File: src/rtl/sar_ctrl_if.sv
// Analogue/digital boundary of the SAR ADC: comparator clock, sampling, cap-array
// switches, comparator decision and ready flag. master = controller, slave = analogue.
interface sar_ctrl_if #(
    parameter int NSTEP = 8
);
    logic             ms_sar_clock;
    logic             ms_sar_sample;
    logic [NSTEP-1:0] ms_sar_sw;
    logic [NSTEP-1:0] ms_sar_swb;
    logic             ms_sar_dh;
    logic             ms_sar_dl;
    logic             ms_sar_rdy;

    modport master (
        output ms_sar_clock, ms_sar_sample, ms_sar_sw, ms_sar_swb,
        input  ms_sar_dh, ms_sar_dl, ms_sar_rdy
    );

    modport slave (
        input  ms_sar_clock, ms_sar_sample, ms_sar_sw, ms_sar_swb,
        output ms_sar_dh, ms_sar_dl, ms_sar_rdy
    );
endinterface

File: src/rtl/sar_ctrl.sv
// Successive-approximation controller: sample, binary search over NSTEP bits, report code.
// Optional break-before-make GAP state between code changes: define SAR_BBM_EN.
module sar_ctrl #(
    parameter int NSTEP   = 8,
    parameter int NSAMPLE = 1
) (
    input  logic             clk,
    input  logic             rst_n,
    input  logic             start,
    sar_ctrl_if.master       sar,
    output logic             busy,
    output logic [NSTEP-1:0] data,
    output logic             data_valid,
    output logic             err
);
    localparam int CW = (NSAMPLE > 1) ? $clog2(NSAMPLE) : 1;
    localparam int IW = $clog2(NSTEP);
    localparam logic [CW-1:0]    CNT_LAST = CW'(NSAMPLE - 1);
    localparam logic [IW-1:0]    IDX_MSB  = IW'(NSTEP - 1);
    localparam logic [NSTEP-1:0] MSB_CODE = {1'b1, {(NSTEP-1){1'b0}}};

`ifdef SAR_BBM_EN
    typedef enum logic [2:0] {IDLE, SAMP_HI, SAMP_LO, CMP_HI, CMP_LO, DONE, GAP} state_t;
`else
    typedef enum logic [2:0] {IDLE, SAMP_HI, SAMP_LO, CMP_HI, CMP_LO, DONE} state_t;
`endif

    state_t           r_state;
    logic [NSTEP-1:0] r_code;
    logic [NSTEP-1:0] r_sw;
    logic [NSTEP-1:0] r_swb;
    logic [NSTEP-1:0] r_data;
    logic [IW-1:0]    r_idx;
    logic [CW-1:0]    r_cnt;
    logic             r_clock;
    logic             r_sample;
    logic             r_dh;
    logic             r_dl;
    logic             r_busy;
    logic             r_valid;
    logic             r_err;

    logic [NSTEP-1:0] w_trial;
    logic [NSTEP-1:0] w_next_code;
    logic             w_err;

    // Resolve the current bit from the captured decision and raise the next trial bit.
    // dh == dl is an invalid decision: the bit is forced to 0 (dl & ~dh covers both cases).
    always_comb begin
        w_trial = r_code;
        w_trial[r_idx] = r_dl & ~r_dh;
        if (r_idx != '0)
            w_trial[r_idx - IW'(1)] = 1'b1;
        w_next_code = (r_state == SAMP_LO) ? MSB_CODE : w_trial;
    end

    assign w_err = (r_dh == r_dl);

`ifdef SAR_BBM_EN
    logic [NSTEP-1:0] w_diff;
    logic [NSTEP-1:0] w_gap_sw;
    logic [NSTEP-1:0] w_gap_swb;

    // Bits about to toggle open both switches for one cycle; stable bits hold.
    assign w_diff    = r_code ^ w_next_code;
    assign w_gap_sw  = r_code & ~w_diff;
    assign w_gap_swb = ~r_code & ~w_diff;
`endif

    always_ff @(posedge clk or negedge rst_n) begin
        if (!rst_n) begin
            r_state  <= IDLE;
            r_code   <= '0;
            r_sw     <= '0;
            r_swb    <= '1;
            r_data   <= '0;
            r_idx    <= '0;
            r_cnt    <= '0;
            r_clock  <= 1'b0;
            r_sample <= 1'b0;
            r_dh     <= 1'b0;
            r_dl     <= 1'b0;
            r_busy   <= 1'b0;
            r_valid  <= 1'b0;
            r_err    <= 1'b0;
        end else begin
            r_valid <= 1'b0;
            case (r_state)
                IDLE: begin
                    if (start && sar.ms_sar_rdy) begin
                        r_state  <= SAMP_HI;
                        r_code   <= '0;
                        r_sw     <= '0;
                        r_swb    <= '1;
                        r_err    <= 1'b0;
                        r_busy   <= 1'b1;
                        r_cnt    <= '0;
                        r_clock  <= 1'b1;
                        r_sample <= 1'b1;
                    end
                end
                SAMP_HI: begin
                    r_clock <= 1'b0;
                    r_state <= SAMP_LO;
                end
                SAMP_LO: begin
                    if (r_cnt != CNT_LAST) begin
                        r_cnt   <= r_cnt + CW'(1);
                        r_clock <= 1'b1;
                        r_state <= SAMP_HI;
                    end else begin
                        r_sample <= 1'b0;
                        r_idx    <= IDX_MSB;
                        r_code   <= w_next_code;
`ifdef SAR_BBM_EN
                        r_sw     <= w_gap_sw;
                        r_swb    <= w_gap_swb;
                        r_state  <= GAP;
`else
                        r_sw     <= w_next_code;
                        r_swb    <= ~w_next_code;
                        r_clock  <= 1'b1;
                        r_state  <= CMP_HI;
`endif
                    end
                end
                CMP_HI: begin
                    r_dh    <= sar.ms_sar_dh;
                    r_dl    <= sar.ms_sar_dl;
                    r_clock <= 1'b0;
                    r_state <= CMP_LO;
                end
                CMP_LO: begin
                    if (w_err)
                        r_err <= 1'b1;
                    r_code <= w_next_code;
                    if (r_idx != '0) begin
                        r_idx   <= r_idx - IW'(1);
`ifdef SAR_BBM_EN
                        r_sw    <= w_gap_sw;
                        r_swb   <= w_gap_swb;
                        r_state <= GAP;
`else
                        r_sw    <= w_next_code;
                        r_swb   <= ~w_next_code;
                        r_clock <= 1'b1;
                        r_state <= CMP_HI;
`endif
                    end else begin
                        r_sw    <= w_next_code;
                        r_swb   <= ~w_next_code;
                        r_data  <= w_next_code;
                        r_valid <= 1'b1;
                        r_state <= DONE;
                    end
                end
                DONE: begin
                    r_busy  <= 1'b0;
                    r_state <= IDLE;
                end
`ifdef SAR_BBM_EN
                GAP: begin
                    r_sw    <= r_code;
                    r_swb   <= ~r_code;
                    r_clock <= 1'b1;
                    r_state <= CMP_HI;
                end
`endif
                default: r_state <= IDLE;
            endcase
        end
    end

    assign sar.ms_sar_clock  = r_clock;
    assign sar.ms_sar_sample = r_sample;
    assign sar.ms_sar_sw     = r_sw;
    assign sar.ms_sar_swb    = r_swb;
    assign busy              = r_busy;
    assign data              = r_data;
    assign data_valid        = r_valid;
    assign err               = r_err;
endmodule

File: src/flat_wrapper.sv
// flat-port wrapper written by rule: the top's interface ports become plain ports
module sar_ctrl_flat 
#(
    parameter int NSTEP   = 8,
    parameter int NSAMPLE = 1
)
  (clk, rst_n, start, busy, data, data_valid, err, sar_ms_sar_clock, sar_ms_sar_sample, sar_ms_sar_sw, sar_ms_sar_swb, sar_ms_sar_dh, sar_ms_sar_dl, sar_ms_sar_rdy);
  sar_ctrl_if #(.NSTEP(NSTEP)) sar_i ();
  input  logic clk;
  input  logic rst_n;
  input  logic start;
  output logic busy;
  output logic [NSTEP-1:0] data;
  output logic data_valid;
  output logic err;
  output wire logic [$bits(sar_i.ms_sar_clock)-1:0] sar_ms_sar_clock;
  output wire logic [$bits(sar_i.ms_sar_sample)-1:0] sar_ms_sar_sample;
  output wire logic [$bits(sar_i.ms_sar_sw)-1:0] sar_ms_sar_sw;
  output wire logic [$bits(sar_i.ms_sar_swb)-1:0] sar_ms_sar_swb;
  input wire logic [$bits(sar_i.ms_sar_dh)-1:0] sar_ms_sar_dh;
  input wire logic [$bits(sar_i.ms_sar_dl)-1:0] sar_ms_sar_dl;
  input wire logic [$bits(sar_i.ms_sar_rdy)-1:0] sar_ms_sar_rdy;
  assign sar_ms_sar_clock = sar_i.ms_sar_clock;
  assign sar_ms_sar_sample = sar_i.ms_sar_sample;
  assign sar_ms_sar_sw = sar_i.ms_sar_sw;
  assign sar_ms_sar_swb = sar_i.ms_sar_swb;
  assign sar_i.ms_sar_dh = sar_ms_sar_dh;
  assign sar_i.ms_sar_dl = sar_ms_sar_dl;
  assign sar_i.ms_sar_rdy = sar_ms_sar_rdy;
  sar_ctrl #(.NSTEP(NSTEP), .NSAMPLE(NSAMPLE)) u_core (.clk(clk), .rst_n(rst_n), .start(start), .sar(sar_i), .busy(busy), .data(data), .data_valid(data_valid), .err(err));
endmodule
File: config.mk
export PLATFORM = sky130hd
export DESIGN_NAME = sar_ctrl_flat
export DESIGN_NICKNAME = d
export VERILOG_FILES = /design/src/rtl/sar_ctrl_if.sv /design/src/rtl/sar_ctrl.sv /design/src/flat_wrapper.sv
export SDC_FILE = /design/constraint.sdc
export NUM_CORES = 1
export LEC_CHECK = 0
export ABC_CLOCK_PERIOD_IN_PS = 2400
export BUFFER_PORTS_ARGS = -buffer_cell sky130_fd_sc_hd__buf_2
export CORE_AREA = 2 2 63 65
export CTS_CLUSTER_SIZE = 14
export DETAILED_ROUTE_END_ITERATION = 10
export DIE_AREA = 0 0 65 67
export GPL_TIMING_DRIVEN = 0
export PLACE_DENSITY = 0.72
export SLEW_MARGIN = 5
export SYNTH_ARGS = -nofsm -noshare
export SYNTH_HDL_FRONTEND = slang
export SYNTH_SLANG_ARGS = --single-unit
File: constraint.sdc
create_clock -name clk -period 2.4 [get_ports clk]
set_clock_uncertainty 0.05 [all_clocks]
set_input_delay 0.48 -clock clk [delete_from_list [all_inputs] [get_ports clk]]
set_output_delay 0.48 -clock clk [all_outputs]
set_load 0.02 [all_outputs]
Yosys cells after proc, flatten, opt, wreduce, memory -nomap -nowiden
Cells that the tools add are included.
{"block": "totals", "reg_bits": 38, "input_bits": 6, "out_inout_bits": 29, "wordCells": 87}
{"block": "op_classes", "n_addsub": 2, "n_lt_le_gt_ge": 4, "eq_ne": 10, "mux": 33, "bitwise": 5, "n_reduce_logical": 20}
{"op": "two-way mux 8 bit", "count": 6}
{"op": "one-hot mux 8 bit (3 select lines)", "count": 2}
{"op": "one-hot mux 3 bit (5 select lines)", "count": 1}
{"op": "AND reduction 3 bit", "count": 5}
{"op": "two-way mux 3 bit", "count": 4}
{"op": "two-way mux 1 bit", "count": 10}
{"op": "bitwise mux 8 bit", "count": 1}
{"op": "less-than comparator 3 x 4 -> 1 bit, second input constant", "count": 2}
{"op": "inverter 8 bit", "count": 1}
{"op": "OR 8 bit", "count": 1}
{"op": "one-hot mux 1 bit (2 select lines)", "count": 4}
{"op": "nonzero test 2 bit", "count": 4}
{"op": "demux 1 bit (select 3 bit)", "count": 2}
{"op": "== test 3 x 2 -> 1 bit, second input constant", "count": 2}
{"op": "== test 3 bit, second input constant", "count": 2}
{"op": "greater-or-equal comparator 3 x 1 -> 1 bit, second input constant", "count": 2}
{"op": "!= test 2 x 1 -> 1 bit, second input constant", "count": 3}
{"op": "one-hot mux 3 bit (2 select lines)", "count": 1}
{"op": "AND reduction 2 bit", "count": 3}
{"op": "nonzero test 3 bit", "count": 2}
{"op": "one-hot mux 1 bit (4 select lines)", "count": 1}
{"op": "nonzero test 4 bit", "count": 1}
{"op": "== test 3 x 1 -> 1 bit, second input constant", "count": 1}
{"op": "logical AND 1 bit", "count": 3}
{"op": "other kinds (9)", "count": 10}

Depth between registers and ports, before layout
Gate-level depths: netlist of the first run.
{"block": "depth", "depth_word": 11, "mapped_depth": 8, "mapped_depth_nobuf": 6}

Worst setup path before layout of the first run
No wires, ideal clock.
{"block": "synth_path", "path_type": "register -> register", "start": "register u_core.r_idx[0]", "end": "register u_core.r_data[0], in the netlist u_core.data[0]", "setup_ns": 0.125, "arrival_ns": 1.802, "t_required_ns": 2.225, "slack_ns": 0.422, "stages_incl_launch_ff": 9, "path_buffers": 2, "synth_period_minus_slack_ns": 1.978, "cell_sequence": "dfrtp_1 > clkbuf_1 > inv_1 > ha_1 > inv_1 > or3_1 > buf_6 > clkinv_8 > mux2_4"}
{"block": "synth_between", "elab_chain_cells": 8, "word_cells_on_any_way": 18, "classes_between": "add/sub: 1; order compare: 4; mux: 7; bitwise: 2; reduce/logical: 4"}
{"element": "start, declared", "line_no": "sar_ctrl.sv:33", "source": "logic [IW-1:0] r_idx;"}
{"element": "start signal, assigned", "line_no": "sar_ctrl.sv:138", "source": "r_idx <= r_idx - IW'(1);"}
{"element": "subtractor 3 x 1 -> 3 bit, or another cell as far along", "line_no": "sar_ctrl.sv:53", "source": "w_trial[r_idx - IW'(1)] = 1'b1;"}
{"element": "less-than comparator 3 x 4 -> 1 bit (not written as such), or another cell as far along", "line_no": "sar_ctrl.sv:53"}
{"element": "logical AND 1 bit (not written as such) / two-way mux 1 bit (equally long branches)", "line_no": "sar_ctrl.sv:53, sar_ctrl.sv:51"}
{"element": "two-way mux 1 bit (not written as such) / demux 1 bit (select 3 bit) (equally long branches)"}
{"element": "demux 1 bit (select 3 bit) / bitwise mux 8 bit (equally long branches)"}
{"element": "OR 8 bit (no source line)"}
{"element": "two-way mux 8 bit", "line_no": "sar_ctrl.sv:52", "source": "if (r_idx != '0)"}
{"element": "two-way mux 8 bit", "line_no": "sar_ctrl.sv:54", "source": "w_next_code = (r_state == SAMP_LO) ? MSB_CODE : w_trial;"}
{"element": "end signal, assigned", "line_no": "sar_ctrl.sv:152", "source": "r_data <= w_next_code;"}
{"element": "end, declared", "line_no": "sar_ctrl.sv:32", "source": "logic [NSTEP-1:0] r_data;"}
Several ways; a longest one is shown, not always the timed one.
A chain may end at the register's enable or synchronous reset.

Worst setup path after layout of the first run
{"block": "layout_path", "start": "register u_core.r_idx[0]", "end": "register u_core.r_data[6], in the netlist u_core.data[6]"}
The elaborated chain is that of the path after synthesis.

==> results of run 1 <==
==> worst paths after layout <==
path | startpoint | to | slack [ns] | cells after the start
max reg2reg | u_core.r_idx[0] | u_core.data[6] | 0.23 | 8
min in group clk | sar_ms_sar_dl | u_core.r_dl | 0.38 | 2
min | rst_n | u_core.busy | 0.23 | 1
min reg2reg | u_core.data[7] | u_core.data[7] | 0.44 | 1
max | u_core.r_idx[0] | u_core.data[6] | 0.23 | 8
max in group asynchronous | rst_n | u_core.r_dh | 1.55 | 1
==> area by class of cell <==
| type | instances | area (um^2) |
|---|---|---|
| inverter | 9 | 46.3 |
| timing repair buffer | 34 | 170 |
| fill | 314 | 1480 |
| clock buffer | 6 | 82.6 |
| tap | 48 | 60.1 |
| sequential | 37 | 936 |
| multi-input combinational | 106 | 729 |
| buffer | 10 | 62.6 |
| clock inverter | 2 | 37.5 |
==> cells by family (layout without fill, tap and decap cells) <==
kind of cell / after synthesis / in the layout / share of synthesized area (%)
multiplexers: 16 / 16 / 11.2
adder cells (fa/ha/maj): 3 / 3 / 2.12
flip-flops: 37 / 37 / 52.8
AND/OR/NAND/NOR: 39 / 39 / 11.2
AO/OA/AOI/OAI: 46 / 46 / 15.7
buffers and inverters: 19 / 61 / 6.07
XOR/XNOR: 2 / 2 / 0.988
==> worst max-delay path: stages, from the launching register on <==
cell and delay, ns:
dfrtp_1 0.43, clkbuf_2 0.21, inv_1 0.18, ha_1 0.22, inv_1 0.08, or3_1 0.37, buf_6 0.15, clkinv_8 0.07
mux2_4 0.30
==> synthesized netlist by cell type (all sizes together), types with 3 or more instances <==
master  count
inv         7
nor2       14
buf         5
a21oi      17
o21ai      13
clkbuf      5
nor3b       5
nor3        5
a22o        7
dfstp       8
mux2        9
nand2       7
mux2i       7
dfrtp      29
ha          3
==> per-stage QoR <==
step / area (um^2) / std cells / hold WS (ns)
after detailed placement: 2000 / 244 / 0.430
after CTS: 2120 / 252 / 0.254
after global placement: 2000 / 244 / 0.414
final: 2120 / 252 / 0.235
after floorplan: 1770 / 162 / 0.134
after global routing: 2120 / 252 / 0.286
==> cell usage in the layout (no fill, tap or decap), drive strengths merged, types with 2 or more instances in the layout <==
master  count
o21ai      13
nor3b       5
o31ai       2
a31oi       2
nor2       14
clkbuf     11
ha          3
a211oi      2
mux2i       7
a21oi      17
buf        39
dfstp       8
inv         7
clkinv      2
nor3        5
xnor2       2
mux2        9
nand3       2
nand2       7
nand3b      2
a22o        7
dfrtp      29
==> metal layers <==
metal  track usage, %  share of wire [%]  up-vias
met2             30.0                 47       46
met5                0                  0        -
met1             29.2                 46      657
met4             6.38                1.2        0
li1                 -                  -      653
met3             5.74                5.9        5
==> flip-flops by register name (all words and copies together), names as in the netlist <==
name	flops
u_core.busy	1
u_core.data	8
u_core.data_valid	1
u_core.err	1
u_core.r_code	8
u_core.r_dh	1
u_core.r_dl	1
u_core.r_idx	3
u_core.r_state	3
u_core.sar.ms_sar_clock	1
u_core.sar.ms_sar_sample	1
u_core.sar.ms_sar_swb	8
==> power by group <==
group | switching (W) | total [W] | internal (W)
clock | 0.000226 | 0.000564 | 0.000338
sequential | 0.0000779 | 0.000852 | 0.000774
combinational | 0.000597 | 0.000919 | 0.000322
total | 0.000901 | 0.00233 | 0.00143
==> timing repair <==
action / CTS / global route
endpoints found under the hold margin: 0 / 0
gates resized for setup: 0 / 2
endpoints found under the setup margin: 0 / 19
==> summary.txt, run 1 <==
Outcome
  • Outcome: finished, final reports clean

Final layout
  • Area Growth Syn to Fin: 19.8%
  • Nets: 212
  • Inserted Diodes: 0
  • Fraction of layout instances using a drive strength above 1: 33.3%
  • Final Util: 58.9%

Yosys
  • Syn Nets: 171
  • Yosys reg bits: 37
  • Sequential area share after synthesis: 52.8%
  • Post-synth EDFFs: 0
  • Cells after synthesis: 162
  • Top_reg_cell synth: dfrtp_1
  • Share of the synthesized area in the top cell type: 40.9%
  • Yosys Warn Count: 0
  • Cell Area, Synth: 0.00177 mm^2
  • Async S/R FF share, synth: 100%
  • Largest area contributor in the netlist: dfrtp_1
  • Area contributors post-synth: dfrtp_1 (41%), dfstp_2 (12%), mux2_4 (5.9%)
  • Yosys cell types: 34
  • Avg Cell Area, Syn: 10.9 um^2

CTS
  • CTS Buf Count: 5
  • Clk root buf: clkbuf_8
  • Clk sinks: 37
  • Post-CTS Hold Fix Bufs: 0
  • Clock transition at path regs: 0.08 ns
  • CTS tree: built
  • Post-CTS setup buffer count: 0
  • Longest Clk Path Bufs: 2
  • H-Tree Depth: 2
  • Worst skew pair latency: 0.29 ns

Route
  • Starting DRC count in detailed routing: around 100
  • Drt drc: 0
  • Via density: between 5 and 6
  • Wire per inst: between 15 and 20 um
  • ANT nets after route: 0
  • Router iterations before antenna repair: 4
  • Via Count: 1361
  • WL final: 3.82 mm

Timing
  • Max Clock Freq: 460 MHz
  • Slew Limit Fails: 0
  • RSZ-0062 raised after global routing: false
  • Setup ws final: 0.225 ns
  • Least-Margin Pin Slew: 0.823 ns
  • Worst rel slew slack: a little under half
  • Finish-stage setup viols: 0
  • TNS Setup: 0 ns
  • Final period utilization: 90.6%
  • Period minus WS final: 2.17 ns
  • Final Hold Viols: 0

Run
  • Max Cap Viol: 0

Min path
  • Worst hold path class: input port to asynchronous set/reset pin

Place
  • I/O Buffers: 34
  • Post-DP HPWL: 2.65 mm
  • Gpl congestion: 0.888
  • Pre-CTS setup slack: 0.101 ns

Setup path
  • CP arrival: between 2 and 2.5 ns
  • Startpoint types: flip-flop
  • Crit-path max FO: 10
  • Critical Path End Type: flip-flop
  • Critical path type: flip-flop to flip-flop
  • Worst EP required: 2.53 ns

GRT
  • Largest net degree at the start of global routing: 38
  • Gr ovfl total: 0
  • All-layer global routing usage: between 20% and 30%
  • Initial antenna violation count: 0
  • Vias in the first global route: 1285
  • First-pass GRT wire length: 6.51 mm

Power
  • Total power: 0.00233 W
  • Pleak: about 1 nW
  • Maximum VDD drop: 0.739 mV
  • P per Cell Area: 1100 mW/mm^2

Floorplan
  • Site Rows: 22
  • Chip width: around 65 um
  • Die area: 0.00436 mm^2
  • Die span in y: 67 um
  • Initial core utilization: roughly half
  • Core ar.: 0.00361 mm^2
  • IO Pins: 35
No activity file was read; power rests on OpenSTA's default activity.
==> run 2, diff against run 1 <==
--- a/config.mk
+++ b/config.mk
@@ -5,12 +5,12 @@
 export SDC_FILE = /design/constraint.sdc
 export NUM_CORES = 1
 export LEC_CHECK = 0
-export ABC_CLOCK_PERIOD_IN_PS = 2400
+export ABC_CLOCK_PERIOD_IN_PS = 2000
 export BUFFER_PORTS_ARGS = -buffer_cell sky130_fd_sc_hd__buf_2
-export CORE_AREA = 2 2 63 65
+export CORE_AREA = 2 2 64 66
 export CTS_CLUSTER_SIZE = 14
 export DETAILED_ROUTE_END_ITERATION = 10
-export DIE_AREA = 0 0 65 67
+export DIE_AREA = 0 0 66 68
 export GPL_TIMING_DRIVEN = 0
 export PLACE_DENSITY = 0.72
 export SLEW_MARGIN = 5
==> constraint.sdc (replaced) <==
create_clock -name clk -period 2 [get_ports clk]
set_clock_uncertainty 0.05 [all_clocks]
set_input_delay 0.4 -clock clk [delete_from_list [all_inputs] [get_ports clk]]
set_output_delay 0.4 -clock clk [all_outputs]
set_load 0.02 [all_outputs]
==> run 2 against run 1 <==
  * Utilization is 3.5 points lower
  * Combinational power is 22% higher
  * Die area is 3.1% higher
  * Register-to-register slack worse by 0.15 ns
  * Non-clock buffer count stayed put
  * Cell area is 0.59% higher
  * Global-route usage is 2.0 points lower
  * Power is 17% higher
  * Clock power is 1% higher
  * Sequential share of layout area is 0.20 points lower
  * Critical path depth stayed put
  * Maximum frequency is 13% higher
  * Critical path type unchanged
  * Largest cell class unchanged
==> summary.txt, run 2 (synthesis results as in run 1) <==
Final layout
  • Most common cell after layout, fill and taps aside: buf_2 (unchanged)
  • Fillers: 365 (was 314)
  • Inserted Diodes: 0 (unchanged)
  • Fraction of layout instances using a drive strength above 1: 37.3% (was 33.3%)
  • Footprint of the multi-input gates: 741 um^2 (was 729 um^2)
  • Nets: 212 (unchanged)
  • Sequential cell area: 937 um^2 (was 936 um^2)
  • Most frequent cells in the layout: buf_2 (35), dfrtp_1 (28), a21oi_1 (16) (was buf_2 (35), dfrtp_1 (29), a21oi_1 (17))
  • Area Growth Syn to Fin: 20.5% (was 19.8%)
  • Final Instance Area: 0.00214 mm^2 (was 0.00212 mm^2)

Setup path
  • Worst path top cell family by delay: buffers and inverters (unchanged)
  • R2R Path End: u_core.data[4] (was u_core.data[6])
  • Buffers & Inverters on Critical Path: 5 (unchanged)
  • Worst r2r src: u_core.r_idx[0] (unchanged)
  • Critical Path End Type: flip-flop (unchanged)
  • CP arrival: 2.05 ns (was 2.31 ns)
  • CP dominant cell by count: buf_6 (was inv_1)
  • R2r setup slk: 0.07 ns (was 0.23 ns)
  • Critical path type: flip-flop to flip-flop (unchanged)
  • CP max stage cell: dfrtp_1 (unchanged)
  • Critical path's largest stage delay: 0.40 ns (was 0.43 ns)
  • Reg2Reg Depth: 8 (unchanged)
  • Crit-path max FO: 10 (unchanged)
  • Worst EP required: 2.13 ns (was 2.53 ns)
  • CP cell instances: buf_6, inv_4, ha_2, inv_1, or3_1, buf_6, clkinv_8, mux2_4 (was clkbuf_2, inv_1, ha_1, inv_1, or3_1, buf_6, clkinv_8, mux2_4)
  • Startpoint types: flip-flop (unchanged)

Route
  • ANT nets after route: 0 (unchanged)
  • Via density: 5.36 (was 5.40)
  • Via Count: 1362 (was 1361)
  • Router iterations before antenna repair: 5 (was 4)
  • Starting DRC count in detailed routing: 50 (was 104)
  • Wire per inst: 14.6 um (was 15.2 um)
  • Drt drc: 0 (unchanged)
  • WL final: 3.72 mm (was 3.82 mm)

Timing
  • Final period utilization: 96.3% (was 90.6%)
  • Hold_ws: 0.142 ns (was 0.235 ns)
  • Period minus WS final: 1.93 ns (was 2.17 ns)
  • Slew Limit Fails: 0 (unchanged)
  • Setup ws final: 0.0749 ns (was 0.225 ns)
  • Final Hold Viols: 0 (unchanged)
  • Worst rel slew slack: 46.5% (was 45.1%)
  • Least-Margin Pin Slew: 0.802 ns (was 0.823 ns)
  • Finish-stage setup viols: 0 (unchanged)
  • Max Clock Freq: 519 MHz (was 460 MHz)
  • RSZ-0062 raised after global routing: false (unchanged)

GRT
  • Initial antenna violation count: 0 (unchanged)
  • Largest net degree at the start of global routing: 38 (unchanged)
  • Gr ovfl total: 0 (unchanged)
  • Vias in the first global route: 1297 (was 1285)
  • First-pass GRT wire length: 6.13 mm (was 6.51 mm)
  • All-layer global routing usage: 18.4% (was 20.5%)

CTS
  • CTS tree: built (unchanged)
  • Clock transition at path regs: 0.07 ns (was 0.08 ns)
  • Worst skew pair latency: 0.29 ns (about the same)
  • H-Tree Depth: 2 (unchanged)
  • Clk sinks: 37 (unchanged)
  • CTS Buf Count: 5 (unchanged)
  • Clk root buf: clkbuf_8 (unchanged)
  • Longest Clk Path Bufs: 2 (unchanged)

Power
  • Combinational Power Share: 41.2% (was 39.3%)
  • Switch share: 39.5% (was 38.6%)
  • Pleak: 1.01 nW (about the same)
  • Clk network pwr share: 20.9% (was 24.2%)
  • Seq pwr share: 37.9% (was 36.5%)
  • Total power: 0.00273 W (was 0.00233 W)
  • P per Cell Area: 1280 mW/mm^2 (was 1100 mW/mm^2)
  • Maximum VDD drop: 0.887 mV (was 0.739 mV)
  • Pint: 0.00165 W (was 0.00143 W)
  • Switching Power: 0.00108 W (was 0.000901 W)

Run
  • Max Cap Viol: 0 (unchanged)

Floorplan
  • Chip width: 66 um (was 65 um)
  • Core ar.: 0.00386 mm^2 (was 0.00361 mm^2)
  • Die area: 0.00449 mm^2 (was 0.00436 mm^2)
  • Die span in y: 68 um (was 67 um)
  • IO Pins: 35 (unchanged)
  • Initial core utilization: 46.0% (was 49.2%)
  • Site Rows: 23 (was 22)

Place
  • Pre-CTS setup slack: -0.293 ns (was 0.101 ns)
  • DP Area: 0.00201 mm^2 (was 0.00200 mm^2)
  • Post-DP HPWL: 2.52 mm (was 2.65 mm)
  • I/O Buffers: 34 (unchanged)
  • Gpl congestion: 0.864 (was 0.888)

Outcome
  • Outcome: finished, final reports clean (unchanged)

Min path
  • Worst hold path class: input port to asynchronous set/reset pin (unchanged)
[run 2: per-layer routing]
metal | vias up | global-route usage, % | part of all wire (%)
li1 | 657 | - | -
met1 | 667 | 24.9 | 47
met2 | 32 | 27.9 | 48
met3 | 6 | 5.43 | 4.1
met4 | 0 | 7.65 | 1.5
met5 | - | 0 | 0
[run 2: stage by stage]
stage / instances / util, % / setup TNS [ns]
floorplan: 162 / - / 0
global placement: 246 / 52.0 / -4.25
detailed placement: 246 / 52.0 / -4.21
CTS: 254 / 54.8 / 0
global route: 254 / 55.4 / 0
finish: 254 / 55.4 / 0
[run 2: power by group through the flow]
stage | sequential, W | clock, W | combinational (W)
after floorplan | 0.00114 | 0 | 0.000669
after global placement | 0.00103 | 0 | 0.00108
after detailed placement | 0.00104 | 0 | 0.00109
after CTS | 0.00103 | 0.000584 | 0.00110
after global routing | 0.00106 | 0.000612 | 0.00125
final | 0.00103 | 0.000571 | 0.00112
[run 2: worst register-to-register path: stages (launching register included)]
cell and delay [ns]:
dfrtp_1 0.40, buf_6 0.15, inv_4 0.07, ha_2 0.20
inv_1 0.07, or3_1 0.36, buf_6 0.15, clkinv_8 0.08
mux2_4 0.30
[run 2: how the worst max path moves through the flow]
| stage | startpoint | end | slack [ns] | cells after the start |
|---|---|---|---|---|
| floorplan | u_core.r_idx[0] | u_core.data[0] | 0.02 | 8 |
| global placement | u_core.r_idx[0] | u_core.data[5] | -0.29 | 7 |
| detailed placement | u_core.r_idx[0] | u_core.data[5] | -0.29 | 7 |
| CTS | u_core.r_idx[0] | u_core.data[4] | 0.00007 | 8 |
| global route | u_core.r_idx[0] | u_core.data[3] | 0.01 | 7 |
| finish | u_core.r_idx[0] | u_core.data[4] | 0.07 | 8 |
[run 2: repair_timing]
action,4_1_cts,5_1_grt
endpoints found under the setup margin,24,19
resized for setup,3,11
hold buffers,0,0
buffers inserted,1,0
endpoints found under the hold margin,0,0
[run 2: final cells by class]
type	instances	share of cell area (%)
inverter	9	2.46
clock buffer	7	4.51
tap	50	2.93
multi-input combinational	106	34.7
timing repair buffer	35	8.31
clock inverter	1	0.234
sequential	37	43.9
buffer	9	3.04
